===== config.mk =====
export PLATFORM = sky130hd
export DESIGN_NAME = qe_bus_sequencer
export DESIGN_NICKNAME = d
export VERILOG_FILES = /design/src/rtl/qe_bus_pkg.sv /design/src/rtl/qe_sync.sv /design/src/rtl/qe_bus_sequencer.sv
export SDC_FILE = /design/constraint.sdc
export NUM_CORES = 1
export LEC_CHECK = 0
export ABC_AREA = 1
export CAP_MARGIN = 10
export CORE_MARGIN = 2
export CORE_UTILIZATION = 50
export CTS_CLUSTER_DIAMETER = 50
export DETAILED_ROUTE_END_ITERATION = 8
export PLACE_DENSITY = 0.78
export SYNTH_ARGS = -nofsm -noshare
export SYNTH_HDL_FRONTEND = slang
export SYNTH_SLANG_ARGS = --single-unit

===== constraint.sdc =====
create_clock -name clk -period 2 [get_ports clk]
set_input_delay 0.2 -clock clk [delete_from_list [all_inputs] [get_ports clk]]
set_output_delay 0.2 -clock clk [all_outputs]
set_load 0.05 [all_outputs]

===== src/rtl/qe_bus_pkg.sv =====
// Shared definitions for the QL expansion-bus sequencer: FSM state codes,
// decoded region, the registered output bundle and its decode function.
package qe_bus_pkg;

   localparam int              DEF_ADDR_W      = 12;
   localparam logic [11:0]     DEF_WIZ_BASE    = 12'h180;
   localparam int              DEF_WIZ_SZ_LOG2 = 4;
   localparam logic [11:0]     DEF_SEG_BASE    = 12'h190;
   localparam int              DEF_SEG_SZ_LOG2 = 4;

   // FSM state codes, kept as plain constants for compatibility with older tools.
   localparam logic [2:0] ST_IDLE   = 3'd0;
   localparam logic [2:0] ST_SETUP  = 3'd1;
   localparam logic [2:0] ST_STROBE = 3'd2;
   localparam logic [2:0] ST_ACK    = 3'd3;
   localparam logic [2:0] ST_HOLD   = 3'd4;

   typedef enum logic [1:0] {
      REG_NONE = 2'd0,
      REG_WIZ  = 2'd1,
      REG_SEG  = 2'd2
   } region_t;

   typedef struct packed {
      logic dtackl;
      logic dsmcl;
      logic gate7seg;
      logic dbenl;
      logic dbdir;
      logic wizcsl;
      logic wizrdl;
      logic wizwrl;
   } bus_out_t;

   localparam bus_out_t OUT_IDLE = '{dtackl: 1'b1, dsmcl: 1'b1, gate7seg: 1'b0,
                                     dbenl: 1'b1, dbdir: 1'b0, wizcsl: 1'b1,
                                     wizrdl: 1'b1, wizwrl: 1'b1};

   // Output levels for a given state, latched region and latched direction.
   function automatic bus_out_t drive_outputs(input logic [2:0] st, input region_t rg,
                                              input logic rd);
      bus_out_t o;
      logic     busy;
      logic     strobing;
      logic     wiz;
      o        = OUT_IDLE;
      busy     = (st != ST_IDLE);
      strobing = (st == ST_STROBE) || (st == ST_ACK);
      wiz      = (rg == REG_WIZ);
      if (busy) begin
         o.dsmcl  = 1'b0;
         o.dbenl  = 1'b0;
         o.dbdir  = rd;
         o.wizcsl = !wiz;
      end
      if (strobing) begin
         o.wizrdl   = !(wiz && rd);
         o.wizwrl   = !(wiz && !rd);
         o.gate7seg = (rg == REG_SEG);
      end
      o.dtackl = (st != ST_ACK);
      return o;
   endfunction

endpackage


===== src/rtl/qe_sync.sv =====
// Multi-flop synchroniser for an asynchronous active-low bus strobe.
// Resets to 1 so a strobe never appears asserted straight out of reset.
module qe_sync #(
   parameter int STAGES = 2
) (
   input  logic clk,
   input  logic resetl,
   input  logic d,
   output logic q
);

   logic [STAGES-1:0] ff;

   // Shift the asynchronous input through the flop chain.
   always_ff @(posedge clk) begin
      // NOTE: sequential state uses non-blocking assignment so every flop samples pre-edge values.
      if (!resetl) ff <= '1;
      else         ff <= {ff[STAGES-2:0], d};
   end

   assign q = ff[STAGES-1];

endmodule


===== src/rtl/qe_bus_sequencer.sv =====
// Clocked 68008 expansion-bus sequencer: synchronises the bus strobes,
// decodes the W5300 and 7-segment windows, and runs the cs/rd/wr timing
// with programmable setup/strobe/hold before returning dtackl.
module qe_bus_sequencer
   import qe_bus_pkg::*;
#(
   parameter int                ADDR_W      = DEF_ADDR_W,
   parameter logic [ADDR_W-1:0] WIZ_BASE    = DEF_WIZ_BASE,
   parameter int                WIZ_SZ_LOG2 = DEF_WIZ_SZ_LOG2,
   parameter logic [ADDR_W-1:0] SEG_BASE    = DEF_SEG_BASE,
   parameter int                SEG_SZ_LOG2 = DEF_SEG_SZ_LOG2,
   parameter int                SETUP_CYC   = 1,
   parameter int                STROBE_CYC  = 3,
   parameter int                HOLD_CYC    = 1,
   parameter int                SYNC_STAGES = 2
) (
   input  logic              clk,
   input  logic              resetl,
   input  logic [ADDR_W-1:0] address,
   input  logic              asl,
   input  logic              dsl,
   input  logic              rdwl,
   output logic              dtackl,
   output logic              dsmcl,
   output logic              gate7seg,
   output logic              dbenl,
   output logic              dbdir,
   output logic              wizcsl,
   output logic              wizrdl,
   output logic              wizwrl
);

   localparam logic [ADDR_W-1:0] WIZ_MASK  = ~((ADDR_W'(1) << WIZ_SZ_LOG2) - ADDR_W'(1));
   localparam logic [ADDR_W-1:0] SEG_MASK  = ~((ADDR_W'(1) << SEG_SZ_LOG2) - ADDR_W'(1));
   localparam logic [3:0]        SETUP_LD  = (SETUP_CYC  > 0) ? 4'(SETUP_CYC - 1)  : 4'd0;
   localparam logic [3:0]        STROBE_LD = (STROBE_CYC > 0) ? 4'(STROBE_CYC - 1) : 4'd0;
   localparam logic [3:0]        HOLD_LD   = (HOLD_CYC   > 0) ? 4'(HOLD_CYC - 1)   : 4'd0;
   localparam logic [1:0]        SETTLE_N  = 2'(SYNC_STAGES);

   logic       as_s, ds_s, rw_s;
   logic       hit_wiz, hit_seg, start;
   logic [2:0] state, state_nxt;
   region_t    region, region_nxt;
   logic       rw, rw_nxt;
   logic [3:0] cnt, cnt_nxt;
   logic       armed;
   logic [1:0] settle;
   bus_out_t   out_q, out_nxt;

   qe_sync #(.STAGES(SYNC_STAGES)) u_sync_as (.clk(clk), .resetl(resetl), .d(asl),  .q(as_s));
   qe_sync #(.STAGES(SYNC_STAGES)) u_sync_ds (.clk(clk), .resetl(resetl), .d(dsl),  .q(ds_s));
   qe_sync #(.STAGES(SYNC_STAGES)) u_sync_rw (.clk(clk), .resetl(resetl), .d(rdwl), .q(rw_s));

   assign hit_wiz = (address & WIZ_MASK) == (WIZ_BASE & WIZ_MASK);
   assign hit_seg = ((address & SEG_MASK) == (SEG_BASE & SEG_MASK)) && !rw_s;
   assign start   = armed && !as_s && !ds_s && (hit_wiz || hit_seg);

   // Next-state, region/direction latch and phase counter.
   always_comb begin
      logic go_hold;
      // NOTE: every signal written here gets a default first, so no latch is inferred.
      state_nxt  = state;
      region_nxt = region;
      rw_nxt     = rw;
      cnt_nxt    = cnt;
      go_hold    = 1'b0;
      unique case (state)
         ST_IDLE: begin
            if (start) begin
               region_nxt = hit_wiz ? REG_WIZ : REG_SEG;
               rw_nxt     = rw_s;
               if (SETUP_CYC == 0) begin
                  state_nxt = ST_STROBE;
                  cnt_nxt   = STROBE_LD;
               end else begin
                  state_nxt = ST_SETUP;
                  cnt_nxt   = SETUP_LD;
               end
            end
         end
         ST_SETUP: begin
            if (as_s) go_hold = 1'b1;
            else if (cnt == 4'd0) begin
               state_nxt = ST_STROBE;
               cnt_nxt   = STROBE_LD;
            end else cnt_nxt = cnt - 4'd1;
         end
         ST_STROBE: begin
            if (as_s) go_hold = 1'b1;
            else if (cnt == 4'd0) begin
               state_nxt = ST_ACK;
               cnt_nxt   = 4'd0;
            end else cnt_nxt = cnt - 4'd1;
         end
         ST_ACK: begin
            if (as_s || ds_s) go_hold = 1'b1;
         end
         ST_HOLD: begin
            if (cnt == 4'd0) begin
               state_nxt  = ST_IDLE;
               region_nxt = REG_NONE;
            end else cnt_nxt = cnt - 4'd1;
         end
         default: begin
            state_nxt  = ST_IDLE;
            region_nxt = REG_NONE;
            cnt_nxt    = 4'd0;
         end
      endcase
      if (go_hold) begin
         if (HOLD_CYC == 0) begin
            state_nxt  = ST_IDLE;
            region_nxt = REG_NONE;
            cnt_nxt    = 4'd0;
         end else begin
            state_nxt = ST_HOLD;
            cnt_nxt   = HOLD_LD;
         end
      end
      out_nxt = drive_outputs(state_nxt, region_nxt, rw_nxt);
   end

   // State, counter, re-arm tracking and registered outputs.
   always_ff @(posedge clk) begin
      if (!resetl) begin
         state  <= ST_IDLE;
         region <= REG_NONE;
         rw     <= 1'b0;
         cnt    <= 4'd0;
         armed  <= 1'b0;
         settle <= 2'd0;
         out_q  <= OUT_IDLE;
      end else begin
         state  <= state_nxt;
         region <= region_nxt;
         rw     <= rw_nxt;
         cnt    <= cnt_nxt;
         out_q  <= out_nxt;
         // Ignore as_s until the synchronisers have flushed their reset value,
         // so a strobe held through reset cannot re-trigger.
         if (settle != SETTLE_N) settle <= settle + 2'd1;
         if (start)                               armed <= 1'b0;
         else if (as_s && (settle == SETTLE_N))   armed <= 1'b1;
      end
   end

   assign dtackl   = out_q.dtackl;
   assign dsmcl    = out_q.dsmcl;
   assign gate7seg = out_q.gate7seg;
   assign dbenl    = out_q.dbenl;
   assign dbdir    = out_q.dbdir;
   assign wizcsl   = out_q.wizcsl;
   assign wizrdl   = out_q.wizrdl;
   assign wizwrl   = out_q.wizwrl;

endmodule

==> Yosys cells after proc, flatten, opt, wreduce, memory -nomap -nowiden <==
Index checks and enable logic that the tools add are counted.
{ "totals": {"out_inout_bits": 8, "mem_bits_ro": 0, "input_bits": 17, "regBits": 27, "elab_cells": 91, "ram_bits": 0, "mem_count": 0, "latch_bits": 0} }
{ "classes": {"shifts": 0, "n_eq_ne": 17, "reduce_logical": 27, "n_mul": 0, "bitwise": 2, "magnitude_cmp": 0, "mux": 26, "div": 0, "n_addsub": 2} }
{ "op_table": {"columns": ["operator", "count"], "rows": [
  ["$mux W3", 8],
  ["$mux W4", 6],
  ["$pmux W4 S5", 1],
  ["$eq A8 B5 Y1 const B", 2],
  ["$pmux W3 S5", 1],
  ["$eq A3 B2 Y1 const B", 4],
  ["$ne A2 B2 Y1 const B", 5],
  ["$logic_and A1 B1 Y1", 7],
  ["$logic_not A1 Y1", 7],
  ["$mux W2", 3],
  ["$pmux W2 S3", 1],
  ["$reduce_or A2 Y1", 3],
  ["$mux W1", 5],
  ["$reduce_and A5 Y1", 1],
  ["$eq A2 B2 Y1 const B", 2],
  ["$logic_not A4 Y1", 1],
  ["$reduce_and A2 Y1", 2],
  ["$sub A4 B1 Y4 const B", 1],
  ["$eq A3 B1 Y1 const B", 1],
  ["$eq A3 B3 Y1 const B", 1],
  ["$logic_not A3 Y1", 1],
  ["$logic_or A1 B1 Y1", 3],
  ["$ne A3 B2 Y1 const B", 1],
  ["$reduce_bool A3 Y1", 1],
  ["5 further kinds", 6]
]} }

==> Logic depth before layout (Yosys ltp) <==
{ "depth": {"ltp_word": 10, "depth_mapped": 11, "ltp_nobuf": 11} }

==> Cells and area by module <==
From an unflattened synthesis, not the netlist that was laid out.
{ "unflattened": {"hier_cells": 194, "area_unflattened_um2": 1337.5} }
{ "modules_own_cells": {"columns": ["module", "area_per_inst_um2", "seq_area_each_um2", "n_inst", "cells_per_inst"], "rows": [
  ["qe_bus_sequencer", 1172.4, 400.4, 1, 176],
  ["qe_sync", 55.1, 40.0, 3, 6]
]} }

==> Worst setup path after synthesis <==
OpenSTA, ideal clock, no wires.
{ "synth_timing": {"path_type": "register to register", "from": "register cnt[0]", "to": "register out_q (netlist bit wizrdl)", "required_time_ps": 1876, "n_path_buf": 0, "stages_incl_launch_ff": 11, "period_less_slack_ps": 1389, "arrival_ps": 1266, "setup_slack_ps": 611, "setup_ps": 124, "path_cell_list": "dfxtp_1 inv_1 ha_1 nand2_1 nand2_2 nand3_1 nand2_1 nand2_1 nand2_1 nor2_2 nand3_1"} }
{ "synth_between": {"elab_chain_len": 8, "elab_cells_between_ends": 17, "cone_classes": "eq/ne (3); mux (9); reduce/logical (5)"} }
{ "synth_lines": {"columns": ["element", "line_no", "rtl"], "rows": [
  ["start, declared", "qe_bus_sequencer.sv:45", "logic [3:0] cnt, cnt_nxt;"],
  ["start signal, assigned", "qe_bus_sequencer.sv:137", "cnt <= cnt_nxt;"],
  ["$logic_not A4 Y1 (*)", "qe_bus_sequencer.sv:83, qe_bus_sequencer.sv:90, qe_bus_sequencer.sv:99", null],
  ["$mux W3, on equally long branches", "qe_bus_sequencer.sv:90, qe_bus_sequencer.sv:83", null],
  ["$mux W3, on equally long branches", "qe_bus_sequencer.sv:89, qe_bus_sequencer.sv:82", null],
  ["$pmux W3 S5", "qe_bus_sequencer.sv:67", "unique case (state)"],
  ["$mux W3", "qe_bus_sequencer.sv:110", "if (go_hold) begin"],
  ["$eq A3 B2 Y1", "qe_bus_pkg.sv:48", "strobing = (st == ST_STROBE) || (st == ST_ACK);"],
  ["$logic_or A1 B1 Y1", "qe_bus_pkg.sv:48", null],
  ["$reduce_and A2 Y1 (no source line)", null, null],
  ["end signal, assigned", "qe_bus_sequencer.sv:138", "out_q <= out_nxt;"],
  ["end, declared", "qe_bus_sequencer.sv:48", "bus_out_t out_q, out_nxt;"]
]} }
Mark *: on every way between the ends. The rest lies on a longest branch, timed or not.
A chain may end at the register's enable or synchronous reset.

==> Final worst setup path <==
{ "layout_timing": {"from": "register out_q (netlist bit dsmcl)", "to": "output dsmcl"} }
{ "layout_lines": {"columns": ["element", "line_no", "rtl"], "rows": [
  ["end, declared", "qe_bus_sequencer.sv:24", "output logic dsmcl,"]
]} }
No word-level cell between the ends.

==> impl_results.md <==
- Antenna cells: 0
- Worst-margin pin slew: between 0.5 and 0.6 ns
- Worst min-delay path class: in -> reg
- Placed Cells: ~230
- Final antenna-violating net count: 0
- TritonCTS Sinks: 26
- Non-Filler Instances: 235
- Number of global-route vias before repair: 1081
- # hold bufs at CTS: 0
- DRT Wirelength: 2.46 mm
- GPL Wtd Cong: 0.883
- Hold_sp: dsl
- I/O Pins: 25
- Buf/Inv on CP: 1
- Row cnt: 18
- CP peak stage delay: between 0.8 and 0.9 ns
- Status: finished, final reports clean
- Hold Path End: u_sync_ds.ff[0]
- # port buffers: 20
- Critical R2R Launch: cnt[0]
- Filler cell count: between 200 and 250
- Die X: 54.3 um
- DRT iter0 DRCs: 31
- Post-Syn Area per Cell: 6.92 sq um
- Post-synthesis sequential area ratio: 0.411
- CTS tree: done
- Final setup vio count: 0
- Fin. Hold Viols: 0
- Fin crit period: 1.70 ns
- Worst Path Arrival: roughly 1.5 ns
- Post-Synth Simple-Gate Area: 0.379
- Multiplexer share of the synthesized area: 0
- Setup Buffers After CTS: 0
- Starting Density: 0.521
- Fmax achieved: about 590 MHz
- Synth Area in Compound Gates: 0.0613
- Max_cap viols: 0
- Synth Register Bits: 26
- Syn nets: roughly 200
- Initial DRT Pass Iterations: 4
- First-pass GRT wire length: between 4 and 5 mm
- Largest family of logic cells by synthesized area: simple AND/OR/NAND/NOR gates
- Met1 Wirelength: 1.09 mm
- Total die area: roughly 0.0030 sq mm
- Commonest register cell after synthesis: dfxtp_1
- Vias/cell: slightly below 5
- Top delay family on crit path: buffers and inverters
- Most instantiated cells after synthesis: nand2_1, inv_1, dfxtp_1
- Post_cts resized: 0
- Crit-path slowest cell: clkdlybuf4s50_1
- Setup TNS: 0 ns
- Period utilization: 0.849
- Post-Synth XOR/XNOR Area: 0.0138
- Initial antenna violation count: 0
- Clock-pin slew on the worst setup and hold paths: ~0.14 ns
- WHS Path Cells: 2
- Top Metal Used: met4
- RSZ-0062 raised after global routing: no
- DP HPWL: between 1.5 and 2 mm
- Worst skew pair latency: about 0.33 ns
- Met2 layer wire length in the routed design: 1.27 mm
- Gr ovfl total: 0
- Post-synth EDFFs: 0
- P_leak: between 0.0007 and 0.0008 uW
- Leading area contributor after synthesis: dfxtp_1
- Synth Area in Adders: 0.0296
- CP startpoint kind: flip-flop
- Routed wl met3: about 64 um
- Crit path max fanout: 2
- Total core area: about 0.0024 sq mm
- Synth warnings: 0
- Worst path cell trace: clkdlybuf4s50_1
- FF-to-FF path depth: 10
- DRC viols: 0
- Synth top area cells: dfxtp_1, nand2_1, inv_1, nand3_1, nor2_1
- Slew Viols, Final: 0
- Most frequent cell after synthesis: nand2_1
- Area delta synth->final: 21.9%
- Slew HR: 0.662
- Post-Syn Area: around 0.0013 sq mm
- Skew final: 0.00352 ns
- Worst setup EP type: output pin
- H-tree Lvls: 1
- Layout cell share with drive strength beyond 1: 0.127
- Clock buffer count from CTS: 3
- Maximum VDD drop: roughly 550 uV
- RR Endpoint: wizwrl
- Nets: about 230
- Power per Cell Area: approximately 660 mW/mm^2
- Cells after Synth: ~180
- Largest net degree at the start of global routing: 16
- CTS root buffer: clkbuf_4
- Worst Path Required: roughly 1.8 ns
- Setup CP Type: reg -> out
- Post-synth top area share: 0.411
- Vias: between 1000 and 1500
- Global-route usage over all layers: 0.198
- Final Worst Setup Slack: around 0.3 ns
- FF-to-FF setup slack: about 0.37 ns
- Async set-reset flop share out of synthesis: 0
- Yosys cell types: 23
- Pre-CTS WS: 0.165 ns
- Drt wl/cell: about 10 um
- Die height: between 50 and 60 um
- Longest Clk Path Bufs: 2
layout by cell type, fill, tap and decap left out:
master / Yosys / final
clkinv_1: 1 / 1
nand2_1: 46 / 46
clkdlybuf4s50_1: 0 / 20
nor3_1: 1 / 1
nor2_2: 2 / 2
nand4_1: 1 / 1
nand2_2: 5 / 5
o21ai_0: 5 / 5
o21ai_2: 1 / 1
ha_1: 3 / 3
or2_2: 6 / 6
clkbuf_4: 0 / 3
a21oi_2: 1 / 1
nand3_1: 18 / 18
inv_1: 27 / 27
nor2_8: 1 / 1
a21oi_1: 7 / 7
inv_2: 4 / 4
nand2_4: 1 / 1
bufinv_16: 0 / 1
nor2_4: 1 / 1
xor2_1: 2 / 2
dfxtp_1: 26 / 26
nor2_1: 22 / 22
metrics by stage:
step | power [uW] | hold slack, ns | util | area [sq um]
floorplan | 626 | 0.307 | - | 1270
global placement | 657 | 0.396 | 0.613 | 1490
detailed placement | 662 | 0.399 | 0.613 | 1490
CTS | 1020 | 0.417 | 0.635 | 1540
global route | 1050 | 0.443 | 0.635 | 1540
finish | 1010 | 0.424 | 0.635 | 1540
flip-flops by register name, summed over array words and instances, names as in the netlist, 2 cells and up:
name / count
u_sync_ds.ff: 2
region: 2
u_sync_rw.ff: 2
cnt: 4
settle: 2
state: 3
u_sync_as.ff: 2
worst max-delay path by stage:
stage | start | to | slack [ns] | cells past startpoint
2_1_floorplan | cnt[0] | wizrdl | 0.61 | 10
3_3_place_gp | address[8] | wizrdl | 0.24 | 8
3_5_place_dp | address[8] | wizwrl | 0.17 | 8
4_1_cts | dsmcl | dsmcl | 0.28 | 1
5_1_grt | cnt[0] | wizwrl | 0.19 | 10
6_report | dsmcl | dsmcl | 0.30 | 1
metal layers:
metal / vias up / GRT usage
met5: - / 0
met4: 0 / 0.0833
met3: 5 / 0.0355
met2: 17 / 0.369
met1: 520 / 0.217
li1: 598 / -
power by group:
| part | total (uW) | internal (uW) | switching, uW |
|---|---|---|---|
| Sequential | 554 | 544 | 9.89 |
| Clock | 361 | 203 | 158 |
| Combinational | 97.0 | 49.4 | 47.6 |
kinds of logic (layout without fill, tap and decap cells):
group	count (synthesis)	after routing
simple gates	104	104
xor+xnor	2	2
buf+inv	34	56
fa+ha+maj	3	3
compound gates	14	14
flops	26	26
cell type report:
| class | count | area (sq um) | area share |
|---|---|---|---|
| clock buffers | 3 | 22.5 | 0.0146 |
| clock inverters | 1 | 30.0 | 0.0194 |
| inverters | 32 | 120 | 0.0778 |
| multi-input cells | 123 | 613 | 0.397 |
| flip-flops and latches | 26 | 520 | 0.337 |
| well taps | 30 | 37.5 | 0.0243 |
| repair buffers | 20 | 200 | 0.130 |
Note: power is estimated with default switching activity, not from simulation.
